[src/rtl/fp_wb_stage.sv]
// fp_wb_stage: 2-entry writeback FIFO for FPU results with a registered head.
// Define FP_WB_NANBOX_EN to NaN-box F32 results (upper word all ones).
// When it is undefined, the upper word of an F32 result is zero-filled.
module fp_wb_stage #(
    parameter int unsigned TAG_W = 5
) (
    input  logic             clk,
    input  logic             rst_n,
    input  logic             in_valid,
    output logic             in_ready,
    input  logic [63:0]      in_result,
    input  logic [1:0]       in_fmt,
    input  logic [TAG_W-1:0] in_rd,
    input  logic             flush,
    output logic             out_valid,
    input  logic             out_ready,
    output logic [63:0]      out_data,
    output logic [TAG_W-1:0] out_rd,
    output logic [1:0]       occupancy,
    output logic [7:0]       fmt_err_cnt
);

    localparam int unsigned DATA_W = 64;
    localparam int unsigned DEPTH  = 2;
    localparam int unsigned CNT_W  = 2;

`ifdef FP_WB_NANBOX_EN
    localparam logic [31:0] F32_UPPER = 32'hFFFF_FFFF;
`else
    localparam logic [31:0] F32_UPPER = 32'h0000_0000;
`endif

    logic [DATA_W-1:0] data_q [DEPTH];
    logic [DATA_W-1:0] data_d [DEPTH];
    logic [TAG_W-1:0]  tag_q  [DEPTH];
    logic [TAG_W-1:0]  tag_d  [DEPTH];
    // Wrap counters; bit 0 is the storage pointer, the difference is the occupancy.
    logic [CNT_W-1:0]  wr_cnt_q, wr_cnt_d;
    logic [CNT_W-1:0]  rd_cnt_q, rd_cnt_d;
    logic [1:0]        occ_q, occ_d;
    logic              in_ready_q, in_ready_d;
    logic              out_valid_q, out_valid_d;
    logic [DATA_W-1:0] out_data_q, out_data_d;
    logic [TAG_W-1:0]  out_rd_q, out_rd_d;
    logic [7:0]        err_q, err_d;

    logic              push_c;
    logic              pop_c;
    logic              fmt_bad_c;
    logic [DATA_W-1:0] fmt_data_c;

    // Format the incoming result as it will be stored.
    always_comb begin
        fmt_data_c = '0;
        fmt_bad_c  = 1'b0;
        case (in_fmt)
            2'd0:    fmt_data_c = {F32_UPPER, in_result[31:0]};
            2'd1:    fmt_data_c = in_result;
            default: fmt_bad_c  = 1'b1;
        endcase
    end

    assign push_c = in_valid & in_ready_q;
    assign pop_c  = out_valid_q & out_ready;

    // Next-state for storage, pointers, error counter and the registered head.
    always_comb begin
        data_d   = data_q;
        tag_d    = tag_q;
        wr_cnt_d = wr_cnt_q;
        rd_cnt_d = rd_cnt_q;
        err_d    = err_q;
        if (flush) begin
            rd_cnt_d = wr_cnt_q;
        end else begin
            if (push_c) begin
                data_d[wr_cnt_q[0]] = fmt_data_c;
                tag_d[wr_cnt_q[0]]  = in_rd;
                wr_cnt_d            = wr_cnt_q + CNT_W'(1);
                if (fmt_bad_c && (err_q != 8'hFF)) begin
                    err_d = err_q + 8'd1;
                end
            end
            if (pop_c) begin
                rd_cnt_d = rd_cnt_q + CNT_W'(1);
            end
        end
        occ_d       = 2'(wr_cnt_d - rd_cnt_d);
        in_ready_d  = (occ_d != 2'd2);
        out_valid_d = (occ_d != 2'd0);
        out_data_d  = '0;
        out_rd_d    = '0;
        if (occ_d != 2'd0) begin
            out_data_d = data_d[rd_cnt_d[0]];
            out_rd_d   = tag_d[rd_cnt_d[0]];
        end
    end

    // State registers with asynchronous clear.
    always_ff @(posedge clk or negedge rst_n) begin
        if (!rst_n) begin
            for (int i = 0; i < int'(DEPTH); i++) begin
                data_q[i] <= '0;
                tag_q[i]  <= '0;
            end
            wr_cnt_q    <= '0;
            rd_cnt_q    <= '0;
            occ_q       <= '0;
            in_ready_q  <= 1'b1;
            out_valid_q <= 1'b0;
            out_data_q  <= '0;
            out_rd_q    <= '0;
            err_q       <= '0;
        end else begin
            data_q      <= data_d;
            tag_q       <= tag_d;
            wr_cnt_q    <= wr_cnt_d;
            rd_cnt_q    <= rd_cnt_d;
            occ_q       <= occ_d;
            in_ready_q  <= in_ready_d;
            out_valid_q <= out_valid_d;
            out_data_q  <= out_data_d;
            out_rd_q    <= out_rd_d;
            err_q       <= err_d;
        end
    end

    assign in_ready    = in_ready_q;
    assign out_valid   = out_valid_q;
    assign out_data    = out_data_q;
    assign out_rd      = out_rd_q;
    assign occupancy   = occ_q;
    assign fmt_err_cnt = err_q;

endmodule

[config.mk]
export PLATFORM = sky130hd
export DESIGN_NAME = fp_wb_stage
export DESIGN_NICKNAME = d
export VERILOG_FILES = /design/src/rtl/fp_wb_stage.sv
export SDC_FILE = /design/constraint.sdc
export NUM_CORES = 1
export LEC_CHECK = 0
export ABC_AREA = 1
export BUFFER_PORTS_ARGS = -buffer_cell sky130_fd_sc_hd__buf_4
export CAP_MARGIN = 20
export CELL_PAD_IN_SITES_DETAIL_PLACEMENT = 1
export CELL_PAD_IN_SITES_GLOBAL_PLACEMENT = 1
export CORE_UTILIZATION = 45
export DETAILED_ROUTE_END_ITERATION = 7
export PLACE_DENSITY = 0.87
export SLEW_MARGIN = 20
export SYNTH_ARGS = -nofsm -noshare
export SYNTH_HDL_FRONTEND = slang
export SYNTH_SLANG_ARGS = --single-unit
[constraint.sdc]
create_clock -name clk -period 4.75 [get_ports clk]
set_input_delay 0.2375 -clock clk [delete_from_list [all_inputs] [get_ports clk]]
set_output_delay 0.2375 -clock clk [all_outputs]
set_load 0.05 [all_outputs]
== After elaboration in Yosys (flattened, before gate mapping) ==
Cells that the tools add are included.
W data, S select, Z words.

* Register bits: 223
* Input bits: 76

* Add/sub/neg operators: 4
* $lt $le $gt $ge: 3
* Equality and inequality tests: 3
* Muxes and demuxes: 24
* Bitwise gates (word level): 5
* Reduce and logical (&&, ||, !) cells: 6

{| class="wikitable"
|+ Operators with widths
! operator !! number
|-
| $mux W64 || 5
|-
| $mux W128 || 2
|-
| $bwmux W128 || 1
|-
| $pmux W64 S2 || 1
|-
| $demux W64 S1 || 1
|-
| $mux W5 || 5
|-
| $mux W10 || 2
|-
| $bwmux W10 || 1
|-
| $add A8 B1 Y8 const B || 1
|-
| $mux W2 || 4
|-
| $ne A8 B8 Y1 const B || 1
|-
| $demux W5 S1 || 1
|-
| $add A2 B1 Y2 const B || 2
|-
| $ge A2 B2 Y1 const B || 2
|-
| $not A1 Y2 || 2
|-
| $reduce_and A3 Y1 || 1
|-
| $and A1 B1 Y1 || 2
|-
| $eq A2 B1 Y1 const B || 1
|-
| $logic_and A1 B1 Y1 || 2
|-
| $logic_not A2 Y1 || 1
|-
| $lt A2 B1 Y1 const B || 1
|-
| $ne A2 B2 Y1 const B || 1
|-
| $reduce_bool A2 Y1 || 1
|-
| $reduce_or A2 Y1 || 1
|-
| other kinds (3) || 3
|}

== Logic depth before layout (Yosys ltp) ==
Gate-level depths: netlist (run 1).

* Depth after elaboration: 12
* Mapped depth: 16
* Depth with buffers taken out: 13

== Worst setup path before layout (run 1) ==
OpenSTA, ideal clock, no wires.

* Path kind: register -> register
* From: register in_ready_q, in the netlist in_ready
* To: register out_data_q[0], in the netlist out_data[0]
* Setup time: 0.113 ns
* Data arrival time: 2.269 ns
* Data required time: 4.637 ns
* Setup slack: 2.368 ns
* Cell stages (with the launch flop): 15
* Period minus slack after synthesis: 2.382 ns
* Cells stage by stage: dfstp_2 -> nand2_1 -> nor2_4 -> inv_2 -> nor2_4 -> inv_2 -> buf_6 -> buf_4 -> nand2_1 -> inv_1 -> ha_1 -> nand3_2 -> buf_4 -> nand2_1 -> inv_1

* Elaborated cells on any way between the ends: 11
* Classes of those cells: 1 x add/sub; 8 x mux; 1 x bitwise; 1 x reduce/logical

{| class="wikitable"
|+ RTL lines
! element !! RTL line !! source
|-
| start, declared || 41 || <nowiki>logic in_ready_q, in_ready_d;</nowiki>
|-
| start signal, assigned || 120 || <nowiki>in_ready_q <= in_ready_d;</nowiki>
|-
| $and A1 B1 Y1 || 63 || <nowiki>assign push_c = in_valid & in_ready_q;</nowiki>
|-
| $mux W2 || 76 || <nowiki>if (push_c) begin</nowiki>
|-
| $mux W2 || 73 || <nowiki>if (flush) begin</nowiki>
|-
| net wr_cnt_d[0] || 38 || <nowiki>logic [CNT_W-1:0] wr_cnt_q, wr_cnt_d;</nowiki>
|-
| $sub A2 B2 Y2 || 88 || <nowiki>occ_d = 2'(wr_cnt_d - rd_cnt_d);</nowiki>
|-
| $reduce_bool A2 Y1 || 93 || <nowiki>if (occ_d != 2'd0) begin</nowiki>
|-
| $mux W64 || 93 ||
|-
| net out_data_d[0] || 43 || <nowiki>logic [DATA_W-1:0] out_data_q, out_data_d;</nowiki>
|-
| end signal, assigned || 122 || <nowiki>out_data_q <= out_data_d;</nowiki>
|-
| end, declared || 43 ||
|}

The timed path passes the listed nets, and every way through them passes these cells. The select of a mux whose other input is x is not followed.
A chain may end at the register's enable or synchronous reset.

== Final worst setup path (run 1) ==
* From: register in_ready_q, in the netlist in_ready
* To: register out_rd_q[0], in the netlist out_rd[0]

* Elaborated cells on any way between the ends: 11
* Classes of those cells: 1 x add/sub; 8 x mux; 1 x bitwise; 1 x reduce/logical

{| class="wikitable"
|+ RTL lines
! element !! RTL line !! source
|-
| $and A1 B1 Y1 || 63 ||
|-
| $mux W2 || 76 ||
|-
| $mux W2 || 73 ||
|-
| net wr_cnt_d[0] || 38 ||
|-
| $sub A2 B2 Y2 || 88 ||
|-
| $reduce_bool A2 Y1 || 93 ||
|-
| $mux W5 || 93 ||
|-
| net out_rd_d[0] || 44 || <nowiki>logic [TAG_W-1:0] out_rd_q, out_rd_d;</nowiki>
|-
| end signal, assigned || 123 || <nowiki>out_rd_q <= out_rd_d;</nowiki>
|-
| end, declared || 44 ||
|}

The timed path passes the listed nets, and every way through them passes these cells. The select of a mux whose other input is x is not followed.

==> results.md, run 1 <==
* Ports at between 150 and 200
* # clock sinks at between 200 and 250
* Worst-Margin Slew at 1.01 ns
* Placed Cells at between 1.5k and 2k
* Hold Slack at 0.0774 ns
* Worst setup path startpoint: in_ready
* Total power per unit cell area at a little under 700 mW/mm^2
* Avg Synthesized Cell Area at approximately 7.8 um^2
* Period utilization at roughly three fifths
* Remaining DRCs at 0
* Cts repair resizes at 0
* Synth cell types at 26
* Maximum clock insertion buffer count at 3
* Post-Route WL at between 20000 and 30000 um
* Core ar. at around 0.021 mm^2
* Syn Nets at about 1.3k
* Worst setup EP type: flop
* P&R area growth vs syn at 21.5%
* Initial antenna violation count at 0
* Post-Syn Instances at 1223
* First-pass DRT Iterations at 4
* Hold-fix buffers, CTS at 5
* Die Y at 148 um
* Detail Placement HPWL at around 16000 um
* Critical path type: reg -> reg
* Max cap viols at 0
* Hold Path Class: in -> reg
* RSZ-0062 raised after global routing: no
* Crit path top cell by count: nand2_1
* Area share of the largest cell type after synthesis at about three fifths
* Slowest CP cell: nand3_4
* Crit-path max cell delay at roughly 0.73 ns
* Critical path's top delay family: simple AND/OR/NAND/NOR gates
* Die Wd at roughly 150 um
* Post-route clock skew at 0.0134 ns
* # diodes at 0
* Num CTS Buffers at 23
* Critical path launch point type: flop
* Mapped Area at ~0.0096 mm^2
* CTS tree: done
* Worst-Skew Late Latency at roughly 0.50 ns
* Full die area at around 0.022 mm^2
* End of the worst register-to-register path: out_rd[0]
* Pin count of the biggest net entering global routing at a little under 100
* Critical path buffer and inverter count at 4
* Gpl congestion at ~0.75
* Initial core utilization at between 40% and 50%
* Gr usage total at between 20% and 30%
* Slew Viols, Final at 0
* GRT overflow at 0
* Worst Path Arrival at approximately 3.2 ns
* Max Freq at 0.360 GHz
* Final min period at between 2 and 3 ns
* Fin nets at 1442
* CP Capture Point: out_rd[0]
* Iteration-0 DRC Markers at roughly 350
* CTS root buf: clkbuf_16
* R2R depth at 12
* Clock slew at reported path FFs at roughly 0.060 ns
* R2R Setup Slk at just under 2 ns
* Status: finished, final reports clean
* Synth area leaders: dfrtp_1 (58%), nand2_1 (27%), inv_1 (5.5%), nor2_1 (2.5%), buf_4 (1.6%)
* Fin cells at roughly 1.7k
* Crit path depth at 12
* Maximum vdd drop at approximately 0.00044 V
* Setup TNS at 0 ns
* Final setup vio count at 0
* First-pass GRT wire length at 44300 um
* ANT nets after route at 0
* Setup bufs post-CTS at 0
* Post-synthesis sequential area ratio at 58.3%
* FP Rows at between 50 and 60
* DR vias/cell at 4.86
* Number of global-route vias before repair at 8854
* I/O Buffers at ~160
* Share of layout cells above drive strength 1 at 15.5%
* Dominant cell type by area after synthesis: dfrtp_1
* Critical path data required time at between 5 and 6 ns
* Yosys reg bits at 223
* Pleak at 7.20 nW
* Yosys Warn Count at 0
* Vias post-DR at between 8k and 9k
* Cell Chain, Critical Path: nand2_1 > nor2_4 > inv_2 > nor2_4 > inv_2 > nand2_1 > inv_1 > ha_1 > nand3_1 > nand3_4 > nand2_1 > inv_1
* Critical register-to-register path startpoint: in_ready
* Avg WL per Cell at approximately 16 um
* Worst Path Max Fanout at 70
* Final hold viol count at 0
* Slew margin rel. at between 30% and 40%
* H-tree lvl count at 1
[layout make-up]
type | count | area, um^2
multi-input combinational | 799 | 3150
tap | 275 | 344
inverter | 146 | 549
clock buffer | 33 | 673
timing repair buffer | 171 | 1300
clock inverter | 7 | 35.0
sequential | 223 | 5580
fill | 2590 | 9320
[flip-flops by register name (all words and copies together) (netlist names)]
signal and flops:
data_q 128, out_data 64, tag_q 10, fmt_err_cnt 8, out_rd 5, occupancy 2
rd_cnt_q 2, wr_cnt_q 2, in_ready 1, out_valid 1
[cells by family (layout without fill, tap and decap cells)]
| kind of cell | count (synthesis) | after routing | synth area share [%] |
|---|---|---|---|
| AO/OA/AOI/OAI | 19 | 19 | 1.03 |
| XOR/XNOR | 7 | 7 | 0.640 |
| adder cells (fa/ha/maj) | 2 | 2 | 0.261 |
| buffers and inverters | 201 | 357 | 9.03 |
| flip-flops | 223 | 223 | 58.3 |
| AND/OR/NAND/NOR | 771 | 771 | 30.8 |
[worst min-delay path by stage]
| stage | startpoint | to | slack (ns) | depth (start not counted) |
|---|---|---|---|---|
| after floorplan | rst_n | data_q[0] | -0.06 | 0 |
| after global placement | rst_n | out_data[19] | 0.31 | 1 |
| after detailed placement | rst_n | out_data[19] | 0.31 | 1 |
| after CTS | in_rd[4] | tag_q[9] | 0.05 | 3 |
| after global routing | in_rd[4] | tag_q[9] | 0.1 | 3 |
| final | in_rd[4] | tag_q[9] | 0.08 | 3 |
[Yosys cell counts]
| cell type | instances |
|---|---|
| dfrtp_1 | 222 |
| buf_2 | 18 |
| inv_1 | 140 |
| inv_2 | 5 |
| nor2_4 | 2 |
| clkbuf_1 | 10 |
| nand3b_1 | 1 |
| o21ai_1 | 2 |
| buf_4 | 21 |
| nand3_1 | 11 |
| xor2_1 | 5 |
| nand4_1 | 4 |
| dfstp_2 | 1 |
| clkinv_2 | 1 |
| nand2_1 | 687 |
| o21ai_0 | 14 |
| or2_2 | 1 |
| xnor2_1 | 2 |
| nor3_1 | 1 |
| buf_1 | 5 |
| nand3_2 | 1 |
| ha_1 | 2 |
| o21ai_2 | 1 |
| a21oi_1 | 2 |
| nor2_1 | 63 |
| buf_6 | 1 |
[tightest hold or removal path, cell delays in order]
cell	delay (ns)
buf_4	0.12
inv_1	0.08
o21ai_1	0.09
[per-stage QoR]
stage	utilization (%)	area, um^2	setup slack, ns	power (mW)
after global routing	55.5	11600	1.76	8.43
after floorplan	-	9580	2.37	5.23
after detailed placement	51.9	10900	1.96	6.23
final	55.5	11600	1.97	7.90
after CTS	55.5	11600	1.92	7.99
after global placement	51.9	10900	2.06	6.08
[power by group]
group / leakage, nW / switching [mW] / total, mW / internal (mW)
registers: 2.95 / 0.269 / 2.90 / 2.63
logic: 3.89 / 2.42 / 3.30 / 0.885
clock network: 0.359 / 0.725 / 1.70 / 0.979
[metal layers]
layer | GRT usage [%] | part of all wire (%) | vias to the layer above
met3 | 3.21 | 4.2 | 35
met4 | 6.24 | 1.8 | 0
met5 | 0 | 0 | -
li1 | - | - | 3842
met1 | 32.2 | 43 | 4000
met2 | 46.4 | 51 | 167
[cell usage in the layout, fill, tap and decap left out, drive strengths merged]
cell and count:
o21ai 17, clkbuf 33, dfstp 1, dfrtp 222, nor3 1, nand4 4, nor2 65, dlygate4sd3 5
xor2 5, a21oi 2, nand2 687, xnor2 2, ha 2, or2 1, inv 145, nand3 12
clkinv 8, nand3b 1, buf 166
Power figures use the tool's default switching activity.
==> run 2: changes to the inputs <==
--- a/config.mk
+++ b/config.mk
@@ -5,14 +5,14 @@
 export SDC_FILE = /design/constraint.sdc
 export NUM_CORES = 1
 export LEC_CHECK = 0
-export ABC_AREA = 1
+export ABC_AREA = 0
 export BUFFER_PORTS_ARGS = -buffer_cell sky130_fd_sc_hd__buf_4
 export CAP_MARGIN = 20
 export CELL_PAD_IN_SITES_DETAIL_PLACEMENT = 1
 export CELL_PAD_IN_SITES_GLOBAL_PLACEMENT = 1
-export CORE_UTILIZATION = 45
+export CORE_UTILIZATION = 39
 export DETAILED_ROUTE_END_ITERATION = 7
-export PLACE_DENSITY = 0.87
+export PLACE_DENSITY = 0.76
 export SLEW_MARGIN = 20
 export SYNTH_ARGS = -nofsm -noshare
 export SYNTH_HDL_FRONTEND = slang
==> constraint.sdc (replaced) <==
create_clock -name clk -period 2.3 [get_ports clk]
set_input_delay 0.115 -clock clk [delete_from_list [all_inputs] [get_ports clk]]
set_output_delay 0.115 -clock clk [all_outputs]
set_load 0.05 [all_outputs]
==> run 2 against run 1 <==
  * The run now ends with design-rule violations left
  * Die area is 6.3% higher
  * First-iteration DRC count is 13% lower
  * Power is 110% higher
  * Critical path type unchanged
  * Largest cell class unchanged
==> results.md, run 2 <==
* Post-synth EDFFs at 0
* Slew Viols, Final at 0
* Post-Syn Instances at 817
* Async SR Flop Fraction at 100%
* Die Wd at about 150 um
* Critical path launch point type: flop
* Share of layout cells above drive strength 1 at 22.2%
* Post-Route WL at between 20000 and 25000 um
* Slew margin rel. at between 50% and 60%
* I/O Buffers at ~160
* Final min period at around 2.1 ns
* P&R area growth vs syn at 34.7%
* Maximum vdd drop at around 0.00081 V
* Critical path type: reg -> reg
* Total power per unit cell area at 1410 mW/mm^2
* Critical path data required time at 2.66 ns
* Ports at ~160
* Clock slew at reported path FFs at around 0.060 ns
* Max Freq at roughly 0.48 GHz
* Count leader, synth: dfrtp_1
* Gpl congestion at a little over 0.7
* DR vias/cell at 5.22
* Fin cells at between 1k and 1.5k
* Num CTS Buffers at 23
* Worst setup EP type: flop
* Worst Path Max Fanout at 26
* Avg WL per Cell at approximately 19 um
* Yosys Warn Count at 0
* Max cap viols at 0
* Area share of the largest cell type after synthesis at between 60 and 70%
* Remaining DRCs at 11
* Post-synth top flop: dfrtp_1
* Vias post-DR at around 6.9k
* CTS root buf: clkbuf_16
* FP Rows at 54
* Hold Slack at ~0.007 ns
* Post-synthesis sequential area ratio at 63.2%
* # diodes at 0
* Fin area at 0.0119 mm^2
* Gr usage total at around a fifth
* Critical path buffer and inverter count at 1
* Crit path top cell by count: xnor2_2
* Post-route clock skew at about 0.017 ns
* DP Area at around 0.010 mm^2
* Critical register-to-register path startpoint: in_ready
* CP Capture Point: out_data[18]
* Syn Nets at around 900
* First-pass DRT Iterations at 6
* Final Util at between 50% and 60%
* CTS tree: done
* Dominant cell type by area after synthesis: dfrtp_1
* Number of fill cells at around 2.3k
* Violated checks: design-rule violations
* Number of global-route vias before repair at roughly 7.6k
* R2R Setup Slk at around 0.2 ns
* H-tree lvl count at 1
* End of the worst register-to-register path: out_data[18]
* Synth area leaders: dfrtp_1 (63%), nand2_1 (9.0%), mux2i_1 (7.9%), o21ai_0 (7.2%), a31oi_1 (4.9%)
* First-pass GRT wire length at 39800 um
* Yosys reg bits at ~220
* Critical path's top delay family: compound AO/OA/AOI/OAI gates
* Synth top cells by count: dfrtp_1 (222), nand2_1 (212), o21ai_0 (127)
* ANT nets after route at 0
* Top reg by flops: data_q
* Status: complete, but fails checks
* Worst-Skew Late Latency at 0.50 ns
* Initial antenna violation count at 0
* Worst Path Arrival at between 2 and 2.5 ns
* Most common cell after layout, fill and taps aside: dfrtp_1
* Mapped Area at a little under 0.009 mm^2
* Commonest cells after routing, fill and taps aside: dfrtp_1 (221), nand2_1 (212), buf_4 (167)
* Setup bufs post-CTS at 0
* GRT overflow at 0
* Cell Chain, Critical Path: nand3_1 > xnor2_2 > xnor2_2 > o21ai_4 > buf_12 > a31oi_1
* Iteration-0 DRC Markers at 303
* Detail Placement HPWL at 14000 um
* Crit-path max cell delay at roughly 0.6 ns
* Maximum clock insertion buffer count at 3
* Hold Path Class: in -> reg
* Final setup vio count at 0
* Crit path depth at 6
* Core ar. at approximately 0.022 mm^2
* Dpl ws at 0.0725 ns
* Full die area at around 0.023 mm^2
* R2R depth at 6
* Final hold viol count at 0
* RSZ-0062 raised after global routing: no
* Slowest CP cell: dfstp_2
* Pin count of the biggest net entering global routing at between 100 and 150
* Synth cell types at 33
* Fin nets at between 1k and 1.5k
* Worst-Margin Slew at 0.695 ns
* # clock sinks at roughly 220
* Worst setup path startpoint: in_ready
* Period utilization at around nine tenths
* Max reg flops at approximately 130
* Placed Cells at approximately 1.2k
* Initial core utilization at between 40% and 50%
* Pleak at roughly 5.8 nW
* Avg Synthesized Cell Area at 10.8 um^2
* Final worst setup slack at ~0.2 ns
* Die Y at between 150 and 200 um
[run 2: changes by cell type after synthesis, sizes merged, moves of 7 or more]
cell,previous run,this run
nand3,12,3
nand2,687,212
xnor2,2,9
inv,145,4
nor2,65,0
o21ai,17,129
a31oi,0,69
clkbuf,10,32
mux2i,0,70
buf,45,36
[run 2: layer usage]
metal | up-vias | share of wire [%] | GRT usage [%]
li1 | 3219 | - | -
met1 | 3481 | 45 | 28.2
met2 | 129 | 50 | 36.4
met3 | 44 | 3.1 | 2.70
met4 | 0 | 2.2 | 5.77
met5 | - | 0 | 0
[run 2: where the power goes]
part           switching, mW  internal [mW]
sequential             0.530           5.35
clock                   1.47           2.27
combinational           4.79           2.39
[run 2: repair_timing]
item | in CTS | in global routing
setup endpoints to repair | 0 | 65
hold buffers | 69 | 0
resized for setup | 0 | 4
endpoints found under the hold margin | 206 | 0
[run 2: through the flow]
stage	TNS (ns)	power (mW)
final	0	16.8
after global routing	0	17.7
after CTS	0	16.7
after detailed placement	0	12.8
after global placement	0	12.6
after floorplan	-6.94	10.5
[run 2: area by class of cell]
class / instances / area, um^2 / share of cell area [%]
Tap cell: 280 / 350 / 2.94
Timing Repair Buffer: 248 / 2180 / 18.4
Clock inverter: 4 / 95.1 / 0.799
Clock buffer: 34 / 647 / 5.44
Inverter: 5 / 21.3 / 0.179
Multi-Input combinational cell: 522 / 3020 / 25.4
Sequential cell: 223 / 5580 / 46.9
[run 2: worst min-delay path by stage]
| stage | slack (ns) | endpoint | startpoint | cells past startpoint |
|---|---|---|---|---|
| CTS | 0.007 | data_q[24] | in_result[24] | 3 |
| global route | 0.02 | data_q[88] | in_result[24] | 3 |
| finish | 0.007 | data_q[24] | in_result[24] | 3 |
| global placement | 0.19 | data_q[119] | rst_n | 1 |
| detailed placement | 0.19 | data_q[121] | rst_n | 1 |
| floorplan | -0.18 | data_q[0] | rst_n | 0 |
[run 2: tightest hold or removal path, delay by kind of cell]
kind | cells | cell delay (ns)
buffers and inverters | 1 | 0.12
AOI/OAI and AO/OA | 1 | 0.11
and+or+nand+nor | 1 | 0.08
[run 2: logic make-up (layout without fill, tap and decap cells)]
| group | after synthesis | count (layout) | synth area share (%) |
|---|---|---|---|
| XOR/XNOR | 11 | 11 | 1.09 |
| multiplexers | 76 | 76 | 8.70 |
| AO/OA/AOI/OAI | 202 | 203 | 12.7 |
| buffers and inverters | 73 | 291 | 3.64 |
| adder cells (fa/ha/maj) | 2 | 2 | 0.283 |
| flip-flops | 223 | 223 | 63.2 |
| AND/OR/NAND/NOR | 230 | 230 | 10.4 |
==> run 3: changes to the inputs <==
--- a/config.mk
+++ b/config.mk
@@ -10,10 +10,12 @@
 export CAP_MARGIN = 20
 export CELL_PAD_IN_SITES_DETAIL_PLACEMENT = 1
 export CELL_PAD_IN_SITES_GLOBAL_PLACEMENT = 1
+export CORE_ASPECT_RATIO = 0.9
 export CORE_UTILIZATION = 39
 export DETAILED_ROUTE_END_ITERATION = 7
-export PLACE_DENSITY = 0.76
+export PLACE_DENSITY = 0.75
 export SLEW_MARGIN = 20
 export SYNTH_ARGS = -nofsm -noshare
 export SYNTH_HDL_FRONTEND = slang
 export SYNTH_SLANG_ARGS = --single-unit
+export TNS_END_PERCENT = 50
==> run 3 against run 2 <==
  * The run now ends clean
  * Worst hold slack better by 0.095 ns
  * Cell count increased by 2.3%
  * Critical path depth rose by 1
  * Via count is 1.4% higher
==> results.md, run 3 (synthesis gave the netlist of run 2 again) <==
* Iteration-0 DRC Markers at between 300 and 400
* Share of layout cells above drive strength 1 at a little under a quarter
* Worst-Margin Slew at ~0.69 ns
* Pin count of the biggest net entering global routing at around 130
* Post-Route WL at ~25000 um
* Max reg flops at 128
* Gr usage total at approximately 22%
* P&R area growth vs syn at 36.9%
* Final min period at ~2.2 ns
* Worst-Skew Late Latency at 0.50 ns
* First-pass DRT Iterations at 4
* Post-route clock skew at ~0.0064 ns
* Gpl congestion at slightly above 0.7
* Number of global-route vias before repair at roughly 7.6k
* R2R Setup Slk at ~0.084 ns
* Slew Viols, Final at 0
* Maximum vdd drop at between 0.0007 and 0.0008 V
* Initial core utilization at about two fifths
* Num CTS Buffers at 24
* Critical path launch point type: flop
* Final hold viol count at 0
* Total power per unit cell area at approximately 1400 mW/mm^2
* Critical path type: reg -> reg
* Pleak at between 5 and 6 nW
* RSZ-0062 raised after global routing: yes
* Clock slew at reported path FFs at around 0.060 ns
* Core ar. at ~0.022 mm^2
* Worst Path Arrival at roughly 2.6 ns
* Final Util at 55.1%
* Hold Path Class: in -> reg
* Most common cell after layout, fill and taps aside: dfrtp_1
* Detail Placement HPWL at 14200 um
* DP Area at between 0.01 and 0.015 mm^2
* # clock sinks at ~220
* H-tree lvl count at 1
* DR vias/cell at roughly 5.2
* Full die area at roughly 0.023 mm^2
* Ports at between 150 and 200
* Period utilization at ~96%
* Slew margin rel. at roughly 54%
* Vias post-DR at 6966
* Overall power at around 17 mW
* I/O Buffers at 156
* Fin nets at 1115
* GRT overflow at 0
* FP Rows at between 50 and 60
* CTS tree: done
* Critical path data required time at 2.72 ns
* Placed Cells at around 1.2k
* ANT nets after route at 0
* Final setup vio count at 0
* First-pass GRT wire length at about 40000 um
* Max cap viols at 0
* Maximum clock insertion buffer count at 3
* Max Freq at between 0.4 and 0.5 GHz
* Fin cells at approximately 1.3k
* Initial antenna violation count at 0
* Avg WL per Cell at around 18 um
* CTS root buf: clkbuf_16
* Worst Path Max Fanout at 19
* Status: finished, final reports clean
* Die Y at roughly 140 um
* # diodes at 0
* Top reg by flops: data_q
* Die Wd at 161 um
* Fin area at ~0.012 mm^2
* Worst setup EP type: flop
* Commonest cells after routing, fill and taps aside: dfrtp_1 (221), nand2_1 (212), buf_4 (179)
* Remaining DRCs at 0
run 3: cell count changes in the layout (fill, tap and decap cells not counted), moves of 2 or more:
| cell | before | now |
|---|---|---|
| dlygate4sd3_1 | 69 | 71 |
| clkinvlp_4 | 0 | 2 |
| buf_4 | 167 | 179 |
| clkbuf_1 | 8 | 1 |
| xnor2_1 | 7 | 9 |
| xnor2_2 | 2 | 0 |
| clkinv_2 | 1 | 10 |
run 3: worst max-delay path: stages, from the launching register on:
cell	delay, ns
dfrtp_2	0.42
and3b_1	0.20
o31ai_4	0.25
inv_4	0.07
ha_4	0.17
or3_2	0.54
buf_4	0.25
a31oi_1	0.22
run 3: stage by stage:
step           setup slack (ns)  hold slack [ns]  setup TNS (ns)
5_1_grt                 -0.0121           0.0972         -0.0121
4_1_cts                  0.0407           0.0846               0
6_report                 0.0842            0.102               0
3_5_place_dp             0.0187            0.162               0
3_3_place_gp              0.154            0.161               0
2_1_floorplan            -0.102           -0.181           -7.01
run 3: final timing paths:
kind,start,to,cells past startpoint
setup reg to reg,out_valid,out_data[45],7
hold / removal,in_valid,wr_cnt_q[0],4
min in group asynchronous,rst_n,data_q[110],2
hold reg to reg,tag_q[1],tag_q[1],2
max in group asynchronous,rst_n,data_q[72],3
setup / recovery,out_valid,out_data[45],7
run 3: layer usage:
metal / global-route usage (%) / vias to the layer above / part of all wire, %
met3: 3.31 / 28 / 3.9
met4: 5.16 / 0 / 1.5
li1: - / 3242 / -
met1: 29.0 / 3545 / 46
met5: 0 / - / 0
met2: 37.5 / 151 / 49
run 3: final cells by class:
| class | instances | area (um^2) |
|---|---|---|
| timing repair buffer | 262 | 2290 |
| fill | 2342 | 9860 |
| tap | 291 | 364 |
| clock inverter | 16 | 185 |
| inverter | 5 | 21.3 |
| clock buffer | 28 | 657 |
| multi-input combinational | 521 | 3000 |
| sequential | 223 | 5580 |
run 3: repair_timing:
| item | CTS | global route |
|---|---|---|
| endpoints found under the hold margin | 203 | 0 |
| hold buffers | 71 | 0 |
| pin swaps | 0 | 0 |
| buffers inserted | 0 | 0 |
| setup endpoints to repair | 3 | 2 |
| resized for setup | 1 | 1 |
run 3: report_power, final:
group	internal [mW]	total [mW]	switching (mW)
clock network	2.49	4.06	1.56
logic	2.35	7.06	4.71
registers	5.35	5.86	0.512
